[src/rtl/computer_player.sv]
`default_nettype none
// ============================================================================
//  Module   : computer_player
//  Purpose  : Automatic tic-tac-toe opponent. Waits THINK_DELAY cycles after
//             a player move, snapshots the board, scans the 8 lines for a
//             winning move and then for a blocking move, and falls back to
//             centre > corner > edge. The reply goes out with the board's own
//             timing: address stable one cycle before a 1-cycle move pulse.
//  Ports    : clk, rst (async, active-high)
//             player_move / player_address : player handshake in
//             led_0..led_8                 : cell states (00 empty, 01 player,
//                                            10 computer, 11 occupied)
//             win / tie                    : board end-of-game flags
//             computer_address / computer_move : reply to board
//             busy, game_over, move_overrun    : status
//  Revision : 1.0  initial release
// ============================================================================
module computer_player #(
  parameter int THINK_DELAY = 2,
  parameter bit START_FIRST = 1'b0
) (
  input  logic       clk,
  input  logic       rst,
  input  logic       player_move,
  input  logic [3:0] player_address,
  input  logic [1:0] led_0,
  input  logic [1:0] led_1,
  input  logic [1:0] led_2,
  input  logic [1:0] led_3,
  input  logic [1:0] led_4,
  input  logic [1:0] led_5,
  input  logic [1:0] led_6,
  input  logic [1:0] led_7,
  input  logic [1:0] led_8,
  input  logic       win,
  input  logic       tie,
  output logic [3:0] computer_address,
  output logic       computer_move,
  output logic       busy,
  output logic       game_over,
  output logic       move_overrun
);

  localparam logic [1:0] c_EMPTY      = 2'b00;
  localparam logic [1:0] c_PLAYER     = 2'b01;
  localparam logic [1:0] c_COMP       = 2'b10;
  localparam logic [3:0] c_NONE       = 4'd15;
  localparam logic [3:0] c_DELAY_LAST = 4'(THINK_DELAY - 1);

  typedef enum logic [2:0] {
    S_IDLE     = 3'd0,
    S_WAIT     = 3'd1,
    S_SCAN_WIN = 3'd2,
    S_SCAN_BLK = 3'd3,
    S_DECIDE   = 3'd4,
    S_ADDR     = 3'd5,
    S_MOVE     = 3'd6,
    S_OVER     = 3'd7
  } state_t;

  state_t      r_state, w_next;
  logic [3:0]  r_count;
  logic [3:0]  r_paddr;
  logic [2:0]  r_line;
  logic        r_opening;
  logic        r_first_done;
  logic        r_overrun;
  logic [17:0] r_snap;
  logic        r_win_found, r_blk_found;
  logic [3:0]  r_win_cell, r_blk_cell;
  logic [3:0]  r_computer_address;

  logic [17:0] w_live;
  logic [11:0] w_cells;
  logic [1:0]  w_va, w_vb, w_vc;
  logic [1:0]  w_n_comp, w_n_play, w_n_empty;
  logic [3:0]  w_gap;
  logic        w_win_hit, w_blk_hit;
  logic        w_open_go, w_move_legal;
  logic [3:0]  w_target;

  assign w_live = {led_8, led_7, led_6, led_5, led_4, led_3, led_2, led_1, led_0};

  // Out-of-range addresses read as occupied so they can never be legal or empty.
  function automatic logic [1:0] cell_of(input logic [17:0] b, input logic [3:0] idx);
    case (idx)
      4'd0:    cell_of = b[1:0];
      4'd1:    cell_of = b[3:2];
      4'd2:    cell_of = b[5:4];
      4'd3:    cell_of = b[7:6];
      4'd4:    cell_of = b[9:8];
      4'd5:    cell_of = b[11:10];
      4'd6:    cell_of = b[13:12];
      4'd7:    cell_of = b[15:14];
      4'd8:    cell_of = b[17:16];
      default: cell_of = 2'b11;
    endcase
  endfunction

  // Scan order: rows, columns, diagonals.
  function automatic logic [11:0] line_cells(input logic [2:0] l);
    case (l)
      3'd0:    line_cells = {4'd0, 4'd1, 4'd2};
      3'd1:    line_cells = {4'd3, 4'd4, 4'd5};
      3'd2:    line_cells = {4'd6, 4'd7, 4'd8};
      3'd3:    line_cells = {4'd0, 4'd3, 4'd6};
      3'd4:    line_cells = {4'd1, 4'd4, 4'd7};
      3'd5:    line_cells = {4'd2, 4'd5, 4'd8};
      3'd6:    line_cells = {4'd0, 4'd4, 4'd8};
      default: line_cells = {4'd2, 4'd4, 4'd6};
    endcase
  endfunction

  // One line of the snapshot is evaluated per scan cycle.
  assign w_cells   = line_cells(r_line);
  assign w_va      = cell_of(r_snap, w_cells[11:8]);
  assign w_vb      = cell_of(r_snap, w_cells[7:4]);
  assign w_vc      = cell_of(r_snap, w_cells[3:0]);
  assign w_n_comp  = 2'(w_va == c_COMP)   + 2'(w_vb == c_COMP)   + 2'(w_vc == c_COMP);
  assign w_n_play  = 2'(w_va == c_PLAYER) + 2'(w_vb == c_PLAYER) + 2'(w_vc == c_PLAYER);
  assign w_n_empty = 2'(w_va == c_EMPTY)  + 2'(w_vb == c_EMPTY)  + 2'(w_vc == c_EMPTY);
  assign w_gap     = (w_va == c_EMPTY) ? w_cells[11:8] :
                     (w_vb == c_EMPTY) ? w_cells[7:4]  : w_cells[3:0];
  assign w_win_hit = (w_n_comp == 2'd2) && (w_n_empty == 2'd1);
  assign w_blk_hit = (w_n_play == 2'd2) && (w_n_empty == 2'd1);

  assign w_open_go = START_FIRST && !r_first_done;
  // The live LEDs are checked on the same cycle the snapshot is taken, so the
  // values tested are exactly the values latched.
  assign w_move_legal = r_opening || (cell_of(w_live, r_paddr) == c_PLAYER);

  always_comb begin
    w_target = c_NONE;
    if (r_win_found)                             w_target = r_win_cell;
    else if (r_blk_found)                        w_target = r_blk_cell;
    else if (cell_of(r_snap, 4'd4) == c_EMPTY)   w_target = 4'd4;
    else if (cell_of(r_snap, 4'd0) == c_EMPTY)   w_target = 4'd0;
    else if (cell_of(r_snap, 4'd2) == c_EMPTY)   w_target = 4'd2;
    else if (cell_of(r_snap, 4'd6) == c_EMPTY)   w_target = 4'd6;
    else if (cell_of(r_snap, 4'd8) == c_EMPTY)   w_target = 4'd8;
    else if (cell_of(r_snap, 4'd1) == c_EMPTY)   w_target = 4'd1;
    else if (cell_of(r_snap, 4'd3) == c_EMPTY)   w_target = 4'd3;
    else if (cell_of(r_snap, 4'd5) == c_EMPTY)   w_target = 4'd5;
    else if (cell_of(r_snap, 4'd7) == c_EMPTY)   w_target = 4'd7;
  end

  always_ff @(posedge clk or posedge rst) begin
    if (rst) r_state <= S_IDLE;
    else     r_state <= w_next;
  end

  always_comb begin
    w_next        = r_state;
    busy          = 1'b0;
    computer_move = 1'b0;
    game_over     = 1'b0;
    case (r_state)
      S_IDLE: begin
        if (win || tie)                     w_next = S_OVER;
        else if (w_open_go || player_move)  w_next = S_WAIT;
      end
      S_WAIT: begin
        busy = 1'b1;
        if (r_count == 4'd0) w_next = w_move_legal ? S_SCAN_WIN : S_IDLE;
      end
      S_SCAN_WIN: begin
        busy = 1'b1;
        if (r_line == 3'd7) w_next = S_SCAN_BLK;
      end
      S_SCAN_BLK: begin
        busy = 1'b1;
        if (r_line == 3'd7) w_next = S_DECIDE;
      end
      S_DECIDE: begin
        busy = 1'b1;
        if (win || tie || (w_target == c_NONE)) w_next = S_OVER;
        else                                    w_next = S_ADDR;
      end
      S_ADDR: begin
        busy   = 1'b1;
        w_next = S_MOVE;
      end
      S_MOVE: begin
        busy          = 1'b1;
        computer_move = 1'b1;
        w_next        = S_IDLE;
      end
      S_OVER: game_over = 1'b1;
      default: w_next = S_IDLE;
    endcase
  end

  always_ff @(posedge clk or posedge rst) begin
    if (rst) begin
      r_count            <= 4'd0;
      r_paddr            <= 4'd0;
      r_line             <= 3'd0;
      r_opening          <= 1'b0;
      r_first_done       <= 1'b0;
      r_overrun          <= 1'b0;
      r_snap             <= 18'd0;
      r_win_found        <= 1'b0;
      r_blk_found        <= 1'b0;
      r_win_cell         <= 4'd0;
      r_blk_cell         <= 4'd0;
      r_computer_address <= 4'd0;
    end else begin
      r_first_done <= 1'b1;
      if (player_move && busy) r_overrun <= 1'b1;
      case (r_state)
        S_IDLE: begin
          if (w_next == S_WAIT) begin
            r_count   <= c_DELAY_LAST;
            r_paddr   <= player_address;
            r_opening <= w_open_go;
          end
        end
        S_WAIT: begin
          r_count     <= r_count - 1'b1;
          r_line      <= 3'd0;
          r_win_found <= 1'b0;
          r_blk_found <= 1'b0;
          if (r_count == 4'd0) r_snap <= w_live;
        end
        S_SCAN_WIN: begin
          r_line <= r_line + 1'b1;
          if (w_win_hit && !r_win_found) begin
            r_win_found <= 1'b1;
            r_win_cell  <= w_gap;
          end
        end
        S_SCAN_BLK: begin
          r_line <= r_line + 1'b1;
          if (w_blk_hit && !r_blk_found) begin
            r_blk_found <= 1'b1;
            r_blk_cell  <= w_gap;
          end
        end
        S_DECIDE: begin
          if (w_next == S_ADDR) r_computer_address <= w_target;
        end
        default: ;
      endcase
    end
  end

  assign computer_address = r_computer_address;
  assign move_overrun     = r_overrun;

endmodule
`default_nettype wire

[config.mk]
export PLATFORM = sky130hd
export DESIGN_NAME = computer_player
export DESIGN_NICKNAME = d
export VERILOG_FILES = /design/src/rtl/computer_player.sv
export SDC_FILE = /design/constraint.sdc
export NUM_CORES = 1
export LEC_CHECK = 0
export CAP_MARGIN = 20
export CORE_ASPECT_RATIO = 0.6
export CORE_MARGIN = 1
export CORE_UTILIZATION = 52
export DETAILED_ROUTE_END_ITERATION = 8
export MAX_ROUTING_LAYER = met4
export PLACE_DENSITY = 0.86
export SLEW_MARGIN = 25
export SYNTH_ARGS = -nofsm -noshare
export SYNTH_HDL_FRONTEND = slang
export SYNTH_SLANG_ARGS = --single-unit
[constraint.sdc]
create_clock -name clk -period 3.7 [get_ports clk]
set_clock_uncertainty 0.15 [all_clocks]
set_input_delay 0.555 -clock clk [delete_from_list [all_inputs] [get_ports clk]]
set_output_delay 0.555 -clock clk [all_outputs]
set_load 0.01 [all_outputs]
==> results.yml, run 1 <==
setup_path:
  critical-path-slowest-cell: "or4_4"
  r2r-end: "r_blk_cell[3]$_DFFE_PP0P_"
  r2r_start: "r_line[0]$_DFFE_PP0P_"
  critPathMostFrequentCell: "buf_4"
  critical_path_required_ns: 3.75
  crit_path_start_kind: "register"
  worstSetupEndpoint: "r_blk_cell[3]$_DFFE_PP0P_"
  timing.reg2reg.worst_path_depth: 14
  worst_ep_arrival_ns: 3.81
  worst-setup-path-type: "reg2reg"
  path_cells: "buf_4 -> ha_4 -> or4_4 -> nand2_4 -> nor2_2 -> a22o_1 -> o21ai_4 -> inv_2 -> fa_1 -> nor3b_4 -> nand4_1 -> buf_4 -> buf_6 -> mux2_4"
  worst-r2r-setup-slack_ns: -0.06
  critPathLaunch: "r_line[0]$_DFFE_PP0P_"
  worst_path_largest_cell_delay_ns: 0.57
  cp-end-kind: "register"
  critical_path.max_fanout: 8
job:
  max_cap_viol_count: 0
timing:
  finalSetupViolations: 2
  crit_path_time_final_ns: 3.76
  whs_ns: 0.326
  slew_viol_final: 0
  period_utilisation_layout: 1.02
  timing_hold_violations_final: 0
  layout_setup_ws_ns: -0.0626
  worst_slew_margin_rel: 0.432
  max_slew.worst_pin.slew_ns: 0.851
  rsz_0062_raised_after_global_routing: "yes"
  fmax_mhz: 266
drt:
  routed_via_density: 6.42
  route.final.wire_length_mm: 10.3
  vias: 3331
  ant_nets: 0
  detailedRoute.firstIterationViolations: 391
  routed_wire_length_per_instance_um: 19.8
  first_pass_iters: 6
  route.detailed.drc: 0
clock_network:
  path_clk_slew_ns: 0.10
  numClockSinks: 47
  clockBufferDepth: 2
  clock_insertion_delay_worst_skew_ns: 0.32
  cts_inserted_buffers: 5
  cts_tree: "built"
  ctsHtreeMaxLevel: 2
  root_buffer: "clkbuf_8"
floorplan:
  initial_utilization: 0.545
  core_um2: 6190
  die-area_um2: 6830
  width_of_the_die_um: 106
  placement_rows: 22
  dieHeight_um: 64.4
  io-pin-count: 35
synth:
  synth_seq_cells: 47
  syn_nets: 408
  synth_warnings: 0
  post_synth_num_cell_types: 62
  ys_seq_area_frac: 0.349
  syn-instance-count: 371
  synth-edff-count: 0
  ys_async_sr_fraction: 1.00
  syn_area_per_cell_um2: 9.10
  synth_area_um2: 3370
  synth_flop_cell: "dfrtp_1"
global_route:
  wire_length_of_the_first_global_routing_pass_mm: 15.6
  grt_overflow_total: 0
  grt_pass1_vias: 2912
  maximum_number_of_pins_on_one_net_before_global_route_repair: 48
  antenna_found_initial: 0
  grt_use_total: 0.312
outcome:
  violations: "negative setup slack"
  run_status: "finished, violations left"
placement:
  hpwlAfterDp_mm: 7.57
  port-buffer-count: 34
  placed_cell_area_um2: 3960
  gp_routability_congestion: 1.02
layout:
  fin_area_um2: 4330
  n_fill_cell: 473
  drive_gt1_frac: 0.285
  insertedDiodeCount: 0
  num-nets-final: 471
  syn_to_final_growth_pct: 28.2
min_path:
  worst_hold_path_type: "reg2reg"
-- metrics by stage --
stage,TNS (ns),util,worst slack [ns],instances
2_1_floorplan,0,-,0.0446,371
3_3_place_gp,-0.106,0.639,-0.0381,499
3_5_place_dp,-0.113,0.639,-0.0502,499
4_1_cts,0,0.665,0.0131,508
5_1_grt,-0.560,0.698,-0.134,519
6_report,-0.0712,0.698,-0.0626,519
-- registers in the layout, indices dropped and copies added, names as in the netlist --
register / cells
r_state: 3
r_line: 3
move_overrun: 1
r_snap: 18
r_win_found: 1
r_paddr: 4
r_count: 4
r_win_cell: 4
r_blk_found: 1
r_blk_cell: 4
computer_address: 4
-- cell usage in the layout (no fill, tap or decap), drive strengths merged, types with 3 or more instances in the layout --
cell type,Yosys,routed
nand3,9,9
clkdlybuf4s50,0,34
or2,5,5
dfrtp,47,47
nand2b,3,3
o31ai,7,7
nand2,33,33
a22o,6,6
a21o,5,5
fa,3,3
clkbuf,11,5
inv,17,16
a22oi,4,4
a31oi,7,7
nor3,11,11
nand4,4,4
mux2,27,27
nor2b,8,8
and3,3,3
o21ai,28,28
nor2,35,35
clkinv,0,3
nor3b,3,3
a211oi,5,5
and2,3,3
or4,4,4
o211ai,6,6
a21oi,17,17
o211a,4,4
ha,7,7
buf,6,39
o22ai,6,6
mux2i,9,9
-- worst min path at each step --
stage                                          from                        end  depth (start not counted)
after detailed placement   move_overrun$_DFFE_PP0P_   move_overrun$_DFFE_PP0P_                          1
after CTS                  move_overrun$_DFFE_PP0P_   move_overrun$_DFFE_PP0P_                          1
after global routing       move_overrun$_DFFE_PP0P_   move_overrun$_DFFE_PP0P_                          1
after floorplan           r_blk_cell[1]$_DFFE_PP0P_  r_blk_cell[1]$_DFFE_PP0P_                          2
after global placement     move_overrun$_DFFE_PP0P_   move_overrun$_DFFE_PP0P_                          1
final                      move_overrun$_DFFE_PP0P_   move_overrun$_DFFE_PP0P_                          1
-- layout make-up --
class                   count  area, µm²  area share
flip-flops and latches     47       1180       0.273
inverters                  17       67.6      0.0156
multi-input cells         290       2220       0.512
repair buffers             73        644       0.149
clock buffers               5       68.8      0.0159
clock inverters             3       43.8      0.0101
well taps                  84        105      0.0243
-- critical path, delay by kind of cell (launching register included) --
kind / cells / cell delay, ns
compound gates: 2 / 0.43
fa+ha+maj: 2 / 0.74
buf+inv: 4 / 0.53
flops: 1 / 0.45
mux: 1 / 0.29
simple gates: 5 / 1.05
-- layer usage --
metal,up-vias,GRT usage,wire [µm],part of all wire
met4,0,0.0781,167,0.016
met1,1589,0.475,4690,0.46
met3,19,0.0551,1230,0.12
met2,223,0.422,4200,0.41
met5,-,-,0,0
li1,1500,-,-,-
-- cell usage after synthesis, drive strengths merged, types with 3 or more instances --
| cell | count | area, µm² |
|---|---|---|
| dfrtp | 47 | 1180 |
| nor2 | 35 | 131 |
| nand2 | 33 | 124 |
| o21ai | 28 | 151 |
| mux2 | 27 | 304 |
| a21oi | 17 | 85.1 |
| inv | 17 | 63.8 |
| clkbuf | 11 | 41.3 |
| nor3 | 11 | 70.1 |
| mux2i | 9 | 90.1 |
| nand3 | 9 | 45.0 |
| nor2b | 8 | 50.1 |
| a31oi | 7 | 43.8 |
| ha | 7 | 87.6 |
| o31ai | 7 | 52.6 |
| a22o | 6 | 52.6 |
| buf | 6 | 42.5 |
| o211ai | 6 | 50.1 |
| o22ai | 6 | 37.5 |
| a211oi | 5 | 37.5 |
| a21o | 5 | 37.5 |
| or2 | 5 | 33.8 |
| a22oi | 4 | 30.0 |
| nand4 | 4 | 25.0 |
| o211a | 4 | 40.0 |
| or4 | 4 | 37.5 |
| and2 | 3 | 18.8 |
| and3 | 3 | 18.8 |
| fa | 3 | 60.1 |
| nand2b | 3 | 18.8 |
| nor3b | 3 | 22.5 |
-- repair_timing --
item / 4_1_cts / 5_1_grt
gates cloned: 0 / 0
gates resized for setup: 13 / 30
setup buffers: 1 / 11
hold endpoints to repair: 0 / 0
pin swaps: 3 / 16
setup endpoints to repair: 6 / 8
hold buffers: 0 / 0
-- logic make-up (layout without fill, tap and decap cells) --
family,count (synthesis),after routing,share of synthesized area
compound gates,112,112,0.235
xor+xnor,1,1,0.00260
fa+ha+maj,10,10,0.0438
buf+inv,34,98,0.0438
flops,47,47,0.349
mux,38,38,0.130
simple gates,129,129,0.196
Power of run 1 is not shown: default switching activity piles up to over one toggle a cycle in this logic, so the estimate is an artifact.
==> run 2, diff against run 1 <==
--- a/config.mk
+++ b/config.mk
@@ -9,6 +9,7 @@
 export CORE_ASPECT_RATIO = 0.6
 export CORE_MARGIN = 1
 export CORE_UTILIZATION = 52
+export CTS_CLUSTER_DIAMETER = 120
 export DETAILED_ROUTE_END_ITERATION = 8
 export MAX_ROUTING_LAYER = met4
 export PLACE_DENSITY = 0.86
==> results of run 2 <==
The final DEF is identical to that of run 1; final timing and power are the same.
Power of run 2 is left out for the same reason.
==> run 3, diff against run 2 <==
--- a/config.mk
+++ b/config.mk
@@ -11,8 +11,9 @@
 export CORE_UTILIZATION = 52
 export CTS_CLUSTER_DIAMETER = 120
 export DETAILED_ROUTE_END_ITERATION = 8
+export GPL_ROUTABILITY_DRIVEN = 0
 export MAX_ROUTING_LAYER = met4
-export PLACE_DENSITY = 0.86
+export PLACE_DENSITY = 0.77
 export SLEW_MARGIN = 25
 export SYNTH_ARGS = -nofsm -noshare
 export SYNTH_HDL_FRONTEND = slang
==> results.yml, run 3 (synthesis gave the netlist of run 1 again) <==
timing:
  crit_path_time_final_ns: 3.77
  slew_viol_final: 0
  finalSetupViolations: 5
  layout_setup_ws_ns: -0.0699
  timing_hold_violations_final: 0
  max_slew.worst_pin.slew_ns: 0.804
  worst_slew_margin_rel: 0.463
  fmax_mhz: 265
  period_utilisation_layout: 1.02
  rsz_0062_raised_after_global_routing: "yes"
drt:
  detailedRoute.firstIterationViolations: 282
  route.detailed.drc: 0
  routed_via_density: 6.54
  first_pass_iters: 5
  ant_nets: 0
  route.final.wire_length_mm: 9.96
  routed_wire_length_per_instance_um: 19.6
  vias: 3328
setup_path:
  worst-r2r-setup-slack_ns: -0.07
  path_cells: "clkinvlp_4 -> ha_4 -> or2_4 -> or4_4 -> o311ai_4 -> o31ai_2 -> nor3_2 -> fa_1 -> nor4b_2 -> nand2_1 -> or4_1 -> nand3_1"
  crit_path_start_kind: "register"
  worst_ep_arrival_ns: 3.87
  r2r-end: "r_win_cell[0]$_DFFE_PP0P_"
  cp-end-kind: "register"
  worst_path_largest_cell_delay_ns: 0.54
  worst-setup-path-type: "reg2reg"
  r2r_start: "r_line[1]$_DFFE_PP0P_"
  timing.reg2reg.worst_path_depth: 12
  critical-path-slowest-cell: "or4_4"
  critical_path_required_ns: 3.80
  critical_path.max_fanout: 7
global_route:
  grt_pass1_vias: 3005
  maximum_number_of_pins_on_one_net_before_global_route_repair: 48
  antenna_found_initial: 0
  wire_length_of_the_first_global_routing_pass_mm: 15.6
  grt_use_total: 0.309
  grt_overflow_total: 0
floorplan:
  initial_utilization: 0.545
  die-area_um2: 6830
  placement_rows: 22
  dieHeight_um: 64.4
  io-pin-count: 35
  width_of_the_die_um: 106
  core_um2: 6190
outcome:
  violations: "negative setup slack"
  run_status: "finished, violations left"
clock_network:
  root_buffer: "clkbuf_8"
  ctsHtreeMaxLevel: 2
  path_clk_slew_ns: 0.09
  clock_insertion_delay_worst_skew_ns: 0.31
  cts_inserted_buffers: 5
  numClockSinks: 47
  clockBufferDepth: 2
  postCtsHoldBufs: 0
  cts_tree: "built"
layout:
  syn_to_final_growth_pct: 24.3
  drive_gt1_frac: 0.259
  mostFrequentLayoutCell: "dfrtp_1"
  max_flop_register: "r_snap"
  largest_register_ffs: 18
  insertedDiodeCount: 0
  n_fill_cell: 474
  num-nets-final: 461
  layout.cells.most_common_list: "dfrtp_1 (45), clkdlybuf4s50_1 (34), nor2_1 (33), nand2_1 (33), buf_4 (29)"
  postLayoutCoreUtil: 0.677
min_path:
  hold_path.startpoint: "move_overrun$_DFFE_PP0P_"
  min_delay_path_depth: 1
  worst_hold_path_type: "reg2reg"
  whs_endpoint: "move_overrun$_DFFE_PP0P_"
placement:
  port-buffer-count: 34
  hpwlAfterDp_mm: 7.26
job:
  max_cap_viol_count: 0
==> run 3: changes by cell type in the layout (fill, tap and decap cells not counted), moves of 3 or more <==
cell     previous run  this run
o31ai_1             6         3
o31ai_2             1         4
nor2b_1             5         8
nor2b_2             3         0
buf_6               3         0
buf_4              36        29
==> run 3: how the worst max path moves through the flow <==
stage	start	endpoint	slack (ns)
after floorplan	r_line[0]$_DFFE_PP0P_	r_blk_cell[0]$_DFFE_PP0P_	0.04
after global placement	r_line[0]$_DFFE_PP0P_	r_win_cell[0]$_DFFE_PP0P_	-0.009
after detailed placement	r_line[0]$_DFFE_PP0P_	r_win_cell[0]$_DFFE_PP0P_	-0.10
after CTS	r_line[0]$_DFFE_PP0P_	r_blk_cell[0]$_DFFE_PP0P_	0.02
after global routing	r_line[1]$_DFFE_PP0P_	r_win_cell[0]$_DFFE_PP0P_	-0.18
final	r_line[1]$_DFFE_PP0P_	r_win_cell[0]$_DFFE_PP0P_	-0.07
==> run 3: layout make-up <==
class | instances | area (µm²) | area share
Sequential cell | 47 | 1180 | 0.281
Timing Repair Buffer | 63 | 558 | 0.133
Multi-Input combinational cell | 290 | 2180 | 0.521
Tap cell | 84 | 105 | 0.0251
Inverter | 17 | 68.8 | 0.0164
Clock buffer | 6 | 82.6 | 0.0197
Clock inverter | 2 | 16.3 | 0.00388
==> run 3: routing by layer <==
metal  GRT usage  part of all wire
met4      0.0885             0.022
met1       0.429              0.43
met2       0.429              0.42
met5           -                 0
met3       0.100              0.12
==> run 3: stage by stage <==
| stage | worst slack, ns | cell area (µm²) | cells | TNS, ns | hold slack, ns |
|---|---|---|---|---|---|
| after floorplan | 0.0446 | 3390 | 371 | 0 | 0.299 |
| after global placement | -0.00860 | 3930 | 496 | -0.0169 | 0.288 |
| after detailed placement | -0.104 | 3930 | 496 | -0.412 | 0.309 |
| after CTS | 0.0181 | 4070 | 505 | 0 | 0.330 |
| after global routing | -0.182 | 4190 | 509 | -0.953 | 0.359 |
| final | -0.0699 | 4190 | 509 | -0.191 | 0.328 |
==> run 3: what timing repair did <==
item	in CTS	in global routing
setup buffers	1	4
gates resized for setup	9	20
pin swaps	2	2
setup endpoints to repair	8	8
==> run 3: worst max-delay path, delay by kind of cell, from the launching register on <==
family	cells	cell delay, ns
AOI/OAI and AO/OA	2	0.28
adders and majority gates	2	0.70
buffers and inverters	1	0.19
DFF	1	0.42
and+or+nand+nor	7	1.96
Power of run 3 is left out for the same reason.
